--- config.mk ---
export PLATFORM = sky130hd
export DESIGN_NAME = irq_controller_flat
export DESIGN_NICKNAME = d
export VERILOG_FILES = /design/src/rtl/irq_if.sv /design/src/rtl/irq_controller.sv /design/src/flat_wrapper.sv
export SDC_FILE = /design/constraint.sdc
export NUM_CORES = 1
export LEC_CHECK = 0
export ABC_AREA = 0
export CORE_MARGIN = 2
export CORE_UTILIZATION = 50
export DETAILED_ROUTE_END_ITERATION = 7
export DONT_BUFFER_PORTS = 1
export PLACE_DENSITY = 0.77
export SYNTH_ARGS = -nofsm -noshare
export SYNTH_HDL_FRONTEND = slang
export SYNTH_SLANG_ARGS = --single-unit
--- constraint.sdc ---
create_clock -name clk -period 1.5 [get_ports clk]
set_input_delay 0.3 -clock clk [delete_from_list [all_inputs] [get_ports clk]]
set_output_delay 0.3 -clock clk [all_outputs]
set_load 0.02 [all_outputs]
--- src/rtl/irq_if.sv ---
// irq_if: interrupt source, mask and CPU handshake signals between peripherals/CPU and irq_controller
interface irq_if #(
  parameter int NUM_IRQ      = 4,
  parameter int I_ADDR_WIDTH = 10
);
  localparam int ID_W = (NUM_IRQ > 1) ? $clog2(NUM_IRQ) : 1;
  logic [NUM_IRQ-1:0]      irq_src;
  logic [NUM_IRQ-1:0]      irq_en;
  logic                    global_ie;
  logic                    cpu_ack;
  logic                    cpu_reti;
  logic                    irq;
  logic [I_ADDR_WIDTH-1:0] vector;
  logic [ID_W-1:0]         irq_id;
  logic [NUM_IRQ-1:0]      pending;
  logic [NUM_IRQ-1:0]      in_service;
  modport slave (
    input  irq_src, irq_en, global_ie, cpu_ack, cpu_reti,
    output irq, vector, irq_id, pending, in_service
  );
  modport master (
    output irq_src, irq_en, global_ie, cpu_ack, cpu_reti,
    input  irq, vector, irq_id, pending, in_service
  );
endinterface

--- src/rtl/irq_controller.sv ---
// irq_controller: edge-latched, fixed-priority interrupt controller with ack/reti tracking; define IRQ_NESTING_EN to allow preemption by higher-priority sources
module irq_controller #(
  parameter int NUM_IRQ      = 4,
  parameter int I_ADDR_WIDTH = 10,
  parameter int VECTOR_BASE  = 1
) (
  input  logic clk,
  input  logic reset,
  irq_if.slave bus
);
  localparam int ID_W = (NUM_IRQ > 1) ? $clog2(NUM_IRQ) : 1;
  typedef enum logic [1:0] {S_IDLE, S_REQ, S_SERVICE} state_t;
  state_t                  r_state, w_next;
  logic [NUM_IRQ-1:0]      r_src_q, r_pending, r_in_service;
  logic [NUM_IRQ-1:0]      w_cand, w_id_oh, w_isr_oh;
  logic [ID_W-1:0]         r_id, w_win_id, w_isr_id;
  logic                    w_win_valid, w_load, w_ack, w_reti;
  logic                    r_irq;
  logic [I_ADDR_WIDTH-1:0] r_vector;
  assign w_cand     = r_pending & bus.irq_en;
  assign w_id_oh    = NUM_IRQ'(1) << r_id;
  assign w_isr_oh   = NUM_IRQ'(1) << w_isr_id;
  assign bus.irq        = r_irq;
  assign bus.vector     = r_vector;
  assign bus.irq_id     = r_id;
  assign bus.pending    = r_pending;
  assign bus.in_service = r_in_service;
  // lowest-index candidate wins; lowest set in-service bit is the one currently being serviced
  always_comb begin
    w_win_valid = 1'b0;
    w_win_id    = '0;
    w_isr_id    = '0;
    for (int i = NUM_IRQ - 1; i >= 0; i--) begin
      if (w_cand[i]) begin
        w_win_valid = 1'b1;
        w_win_id    = ID_W'(i);
      end
      if (r_in_service[i]) w_isr_id = ID_W'(i);
    end
  end
  // next state plus the ack/reti/load strobes; withdrawal outranks a same-cycle ack
  always_comb begin
    w_next = r_state;
    w_load = 1'b0;
    w_ack  = 1'b0;
    w_reti = 1'b0;
    case (r_state)
      S_IDLE: begin
        if (bus.global_ie && w_win_valid) begin
          w_next = S_REQ;
          w_load = 1'b1;
        end
      end
      S_REQ: begin
        if (!bus.global_ie || !w_cand[r_id]) begin
          w_next = (|r_in_service) ? S_SERVICE : S_IDLE;
        end else if (bus.cpu_ack) begin
          w_ack  = 1'b1;
          w_next = S_SERVICE;
        end
      end
      S_SERVICE: begin
        if (bus.cpu_reti && |r_in_service) begin
          w_reti = 1'b1;
          w_next = ((r_in_service & ~w_isr_oh) == '0) ? S_IDLE : S_SERVICE;
        end
`ifdef IRQ_NESTING_EN
        else if (bus.global_ie && w_win_valid && (w_win_id < w_isr_id)) begin
          w_next = S_REQ;
          w_load = 1'b1;
        end
`endif
      end
      default: w_next = S_IDLE;
    endcase
  end
  // state, edge detector, pending/in-service flags and the frozen request outputs
  always_ff @(posedge clk or negedge reset) begin
    if (!reset) begin
      r_state      <= S_IDLE;
      r_src_q      <= '0;
      r_pending    <= '0;
      r_in_service <= '0;
      r_irq        <= 1'b0;
      r_id         <= '0;
      r_vector     <= '0;
    end else begin
      r_state      <= w_next;
      r_src_q      <= bus.irq_src;
      r_pending    <= (r_pending & ~(w_ack ? w_id_oh : '0)) | (bus.irq_src & ~r_src_q);
      r_in_service <= (r_in_service | (w_ack ? w_id_oh : '0)) & ~(w_reti ? w_isr_oh : '0);
      r_irq        <= (w_next == S_REQ);
      if (w_load) begin
        r_id     <= w_win_id;
        r_vector <= I_ADDR_WIDTH'(VECTOR_BASE) + I_ADDR_WIDTH'(w_win_id);
      end
    end
  end
endmodule

--- src/flat_wrapper.sv ---
// flat-port wrapper written by rule: the top's interface ports become plain ports
module irq_controller_flat 
#(
  parameter int NUM_IRQ      = 4,
  parameter int I_ADDR_WIDTH = 10,
  parameter int VECTOR_BASE  = 1
)
  (clk, reset, bus_irq_src, bus_irq_en, bus_global_ie, bus_cpu_ack, bus_cpu_reti, bus_irq, bus_vector, bus_irq_id, bus_pending, bus_in_service);
  irq_if #(.NUM_IRQ(NUM_IRQ), .I_ADDR_WIDTH(I_ADDR_WIDTH)) bus_i ();
  input  logic clk;
  input  logic reset;
  input wire logic [$bits(bus_i.irq_src)-1:0] bus_irq_src;
  input wire logic [$bits(bus_i.irq_en)-1:0] bus_irq_en;
  input wire logic [$bits(bus_i.global_ie)-1:0] bus_global_ie;
  input wire logic [$bits(bus_i.cpu_ack)-1:0] bus_cpu_ack;
  input wire logic [$bits(bus_i.cpu_reti)-1:0] bus_cpu_reti;
  output wire logic [$bits(bus_i.irq)-1:0] bus_irq;
  output wire logic [$bits(bus_i.vector)-1:0] bus_vector;
  output wire logic [$bits(bus_i.irq_id)-1:0] bus_irq_id;
  output wire logic [$bits(bus_i.pending)-1:0] bus_pending;
  output wire logic [$bits(bus_i.in_service)-1:0] bus_in_service;
  assign bus_i.irq_src = bus_irq_src;
  assign bus_i.irq_en = bus_irq_en;
  assign bus_i.global_ie = bus_global_ie;
  assign bus_i.cpu_ack = bus_cpu_ack;
  assign bus_i.cpu_reti = bus_cpu_reti;
  assign bus_irq = bus_i.irq;
  assign bus_vector = bus_i.vector;
  assign bus_irq_id = bus_i.irq_id;
  assign bus_pending = bus_i.pending;
  assign bus_in_service = bus_i.in_service;
  irq_controller #(.NUM_IRQ(NUM_IRQ), .I_ADDR_WIDTH(I_ADDR_WIDTH), .VECTOR_BASE(VECTOR_BASE)) u_core (.clk(clk), .reset(reset), .bus(bus_i));
endmodule
### Word level (Yosys, flattened, before mapping)

Cells that the tools add are included.

| cells by class | value |
|---|---|
| add/sub/neg operators | 1 |
| $mul | 0 |
| div/mod/pow operators | 0 |
| order comparisons | 1 |
| equality and inequality tests | 3 |
| shifts and indexed selects | 2 |
| mux-type cells | 30 |
| bitwise logic cells | 11 |
| reductions and logical operators | 8 |

Operator list:

| kind | number |
|---|---|
| 2-to-1 mux 2 bit | 14 |
| AND 4 bit | 5 |
| inverter 4 bit | 4 |
| 2-to-1 mux 1 bit | 12 |
| 2-to-1 mux 4 bit | 2 |
| bitwise OR 4 bit | 2 |
| left shift 1 x 2 -> 4 bit, first input constant | 2 |
| one-hot mux 2 bit (3 select lines) | 1 |
| equality test 2 x 1 -> 1 bit, second input constant | 2 |
| zero test 4 bit | 1 |
| OR reduction 4 bit | 1 |
| adder 1 x 2 -> 3 bit, first input constant | 1 |
| < comparator 2 x 3 -> 1 bit, second input constant | 1 |
| binary-select mux 1 bit (select 2 bit) | 1 |
| equality test 2 bit, second input constant | 1 |
| logical AND 1 bit | 2 |
| zero test 1 bit | 2 |
| zero test 2 bit | 1 |
| logical OR 1 bit | 1 |

| word-level totals | value |
|---|---|
| register bits | 27 |
| bits in latches | 0 |
| bits in writable memories | 0 |
| memory bits (read-only) | 0 |
| input port bits | 13 |
| output and inout port bits | 21 |
| word-level logic and storage cells | 63 |
| memories | 0 |

### Longest topological paths before layout

| depth | value |
|---|---|
| depth after elaboration | 12 |
| depth in mapped cells | 5 |
| depth with buffers taken out | 5 |

### Worst setup path before layout

Ideal clock, no wire load.

| timing path | value |
|---|---|
| kind | register to register |
| start point | reg u_core.r_pending[2] (netlist: u_core.bus.pending[2]) |
| end point | reg u_core.r_vector[1] (netlist: u_core.bus.vector[1]) |
| library setup time | 0.125 ns |
| data arrival time | 1.509 ns |
| required time | 1.375 ns |
| slack | -0.134 ns |
| stages on the path, launching flop included | 6 |
| buffers on the path | 0 |
| period minus slack after synthesis | 1.634 ns |
| cells stage by stage | dfrtp_1 -> nand2_1 -> a32o_1 -> and2_1 -> ha_1 -> mux2_2 |

| on the way | value |
|---|---|
| elaborated cells on any way between the ends | 11 |
| those cells by class | add/sub: 1; mux: 8; bitwise: 1; reduce/logical: 1 |

RTL lines:

| what | RTL line | source |
|---|---|---|
| from (decl) | irq_controller.sv:14 | `logic [NUM_IRQ-1:0] r_src_q, r_pending, r_in_service;` |
| from (signal assigned) | irq_controller.sv:90 | `r_pending <= (r_pending & ~(w_ack ? w_id_oh : '0)) \| (bus.irq_src & ~r_src_q);` |
| AND 4 bit | irq_controller.sv:20 | `assign w_cand = r_pending & bus.irq_en;` |
| 2-to-1 mux 2 bit (3 in a row) | irq_controller.sv:34 | `if (w_cand[i]) begin` |
| net u_core.w_win_id[0] | irq_controller.sv:16 | `logic [ID_W-1:0] r_id, w_win_id, w_isr_id;` |
| adder 1 x 2 -> 3 bit | irq_controller.sv:95 | `r_vector <= I_ADDR_WIDTH'(VECTOR_BASE) + I_ADDR_WIDTH'(w_win_id);` |
| to (signal assigned) | irq_controller.sv:95 |  |
| to (decl) | irq_controller.sv:19 | `logic [I_ADDR_WIDTH-1:0] r_vector;` |

The timed path passes the listed nets, and every way through them passes these cells.
A chain may end at the register's enable or synchronous reset.

### Final worst setup path

| timing path | value |
|---|---|
| start point | reg u_core.r_id[0] (netlist: u_core.bus.irq_id[0]) |
| end point | out bus_irq_id[0] |

RTL lines:

| what | RTL line | source |
|---|---|---|
| from (decl) | irq_controller.sv:16 |  |
| from (signal assigned) | irq_controller.sv:94 | `r_id <= w_win_id;` |
| to (decl) | flat_wrapper.sv:19 | `output wire logic [$bits(bus_i.irq_id)-1:0] bus_irq_id;` |

No word-level cell between the ends.

==> flow_summary.ini <==
[clocking]
htree_levels = 1
cts.sinks = 20
cts_buffer_depth = 2
clock_latency_ns = 0.31
numCtsBuffers = 3
cts_tree = yes
clk_pin_slew_ns = 0.11
root_buffer = clkbuf_4

[timing]
tns_ns = -0.003701
hold_ws_ns = 0.1105
period_minus_slack_ns = 1.504
fin_crit_sh_pct = 100.2
relSlewSlack_pct = 39.61
slew_violations = 0
finalHoldViolations = 0
rsz0062_at_grt = yes
max_freq_mhz = 665.0
final.setup_skew_ns = 0.001778
setup_violations = 1
tightest_slew_ns = 0.9029
fin_ws_ns = -0.003701

[die]
row_count = 16
initial_utilization_pct = 52.00
io_pins = 34
dieArea_um2 = 2395
chipWidth_um = 48.94
fp.coreArea_um2 = 1942
fp.dieH_um = 48.94

[global_route]
gr-total-overflow = 0
grt_util_all_layers_pct = 20.17
grt_pass1_vias = 818
antenna_found_initial = 0
grt_pass1_wl_um = 3615
grt_start_max_net_pins = 21

[synth]
yosys.area.top_type = dfrtp_1
synth_common_cells = 20 x dfrtp_1, 10 x o21ai_0, 9 x nand2_1, 7 x buf_4, 7 x inv_1
syn_inst = 98
synth-edff-count = 0
synth.area.top_cells = dfrtp_1 50%, buf_4 5.2%, o21ai_0 5.0%
synth_seq_cells = 20
syn_area_per_cell_um2 = 10.30
synth_most_common_cell = dfrtp_1
yosysTopAreaCellShare_pct = 49.57
ys_warn_count = 0
netlist_area_um2 = 1010
ys_seq_area_share_pct = 49.57
ys_async_sr_fraction_pct = 100.0
ys.flop_type = dfrtp_1
synth_cell_types = 36

[final_layout]
drive_gt1_share_pct = 35.43
areaGrowthSynthToFinish_pct = 31.23
utilization_pct = 68.23
instances_no_fill = 154
antenna_cells = 0
nNetsFinal = 142

[setup_path]
endpoint_kind = output port
r2r_end = u_core.r_state[0]$_DFF_PN0_
required_ns = 1.20
worst_r2r_path_depth = 4
path_class = flip-flop to output port
crit_path_frequent_cell = buf_4
worstPathArrival_ns = 1.20
cp_max_fo = 6
cpPeakStageDelay_ns = 0.46
r2r-start = u_core.bus.irq_id[0]$_DFFE_PN0P_
path_cells = buf_4, buf_4, buf_4
cp-start-kind = flip-flop
slowest_stage = dfrtp_2
reg2reg_slack_ns = 0.02

[power_and_ir_drop]
power_density_nw_per_um2 = 1605
power_uw = 2127
p_leak_uw = 0.0006220
ir_drop_uv = 1020

[min_path]
min-delay-start = bus_irq_src[2]
holdPathStages = 2
hold_path.class = input port to flip-flop
holdPathEnd = u_core.bus.pending[2]$_DFF_PN0_

[placed_design]
io_buffers = 0
dp_hpwl_um = 1486
place_congestion = 0.8129
dp.cells = 133

[routing]
vias_per_cell = 5.597
wl_um = 2368
wl_per_cell_um = 15.38
dr_total_vias = 862
drcViolationCount = 0
drt_iter0_drc = 19
ant_nets = 0
dr.pass1.iters = 4

[status]
status = finished, violations left
violations = negative setup slack

[job]
maxCapViolCount = 0
[sequential cells by signal, indices dropped and copies added (netlist names)]
name / flops
u_core.bus.irq: 1
u_core.bus.vector: 3
u_core.bus.irq_id: 2
u_core.bus.in_service: 4
u_core.bus.pending: 4
u_core.r_src_q: 4
u_core.r_state: 2
[timing repair]
item | CTS | global route
gates resized for setup | 0 | 14
buffers inserted | 8 | 4
endpoints found under the setup margin | 3 | 13
pin swaps | 1 | 8
hold endpoints to repair | 24 | 0
gates cloned | 0 | 0
hold buffers | 5 | 0
[kinds of logic (layout without fill, tap and decap cells)]
group           count (synthesis)  after routing  synth area share, %
simple gates                   32             32                19.70
compound gates                 25             25                17.35
flops                          20             20                49.57
buf+inv                        16             39                8.674
mux                             2              2                2.230
fa+ha+maj                       1              1                1.239
other cells                     1              7               0.3714
xor+xnor                        1              1               0.8676
[metal layers]
layer	up-vias	GRT usage, %	wire length (um)
met5	-	0	0
met4	0	12.86	82
met3	8	5.521	178
met2	33	32.88	1177
met1	418	23.39	929
li1	403	-	-
[worst max-delay path, delay by kind of cell, from the launching register on]
family	cells	cell delay, ns
buffers and inverters	3	0.44
DFF	1	0.46
[cell usage in the layout (no fill, tap or decap), types with 2 or more instances in the layout]
master and instances:
buf_4 23, dfrtp_1 14, o21ai_0 10, nand2_1 8, inv_1 7, conb_1 7
dfrtp_2 6, dlygate4sd3_1 5, a22o_1 4, nand3_1 4, nand4b_1 3, clkbuf_4 3
and4b_1 2, o21a_1 2, or2_1 2, a21oi_1 2, mux2_2 2
[worst max path at each step]
stage                                                start                               end  slack, ns  cells past startpoint
after CTS                  u_core.bus.pending[2]$_DFF_PN0_  u_core.bus.vector[1]$_DFFE_PN0P_     0.0001                      5
final                     u_core.bus.irq_id[0]$_DFFE_PN0P_                     bus_irq_id[0]     -0.004                      3
after global routing       u_core.bus.pending[1]$_DFF_PN0_          u_core.bus.irq$_DFF_PN0_      -0.04                      4
after global placement    u_core.bus.irq_id[1]$_DFFE_PN0P_          u_core.bus.irq$_DFF_PN0_     0.0008                      4
after detailed placement  u_core.bus.irq_id[1]$_DFFE_PN0P_       u_core.r_state[0]$_DFF_PN0_      0.009                      4
after floorplan           u_core.bus.irq_id[0]$_DFFE_PN0P_          u_core.bus.irq$_DFF_PN0_      0.006                      5
[cell type report]
type                            instances  area [um^2]
Sequential cell                        20        508.0
Multi-Input combinational cell         68        498.0
Clock buffer                            4        36.28
Tap cell                               27        33.78
Inverter                                7        26.28
Fill cell                             151        616.8
Timing Repair Buffer                   28        222.7
[through the flow]
step	area [um^2]	worst slack, ns
floorplan	1046	0.006051
global placement	1095	0.0007836
detailed placement	1095	0.008824
CTS	1237	0.0001354
global route	1325	-0.04383
finish	1325	-0.003701
[power breakdown]
| part | internal, uW | switching (uW) | total (uW) |
|---|---|---|---|
| Clock | 148 | 170 | 319 |
| Combinational | 448 | 408 | 856 |
| Sequential | 688 | 264 | 952 |
| Total | 1280 | 842 | 2130 |
Note: power is estimated with default switching activity, not from simulation.
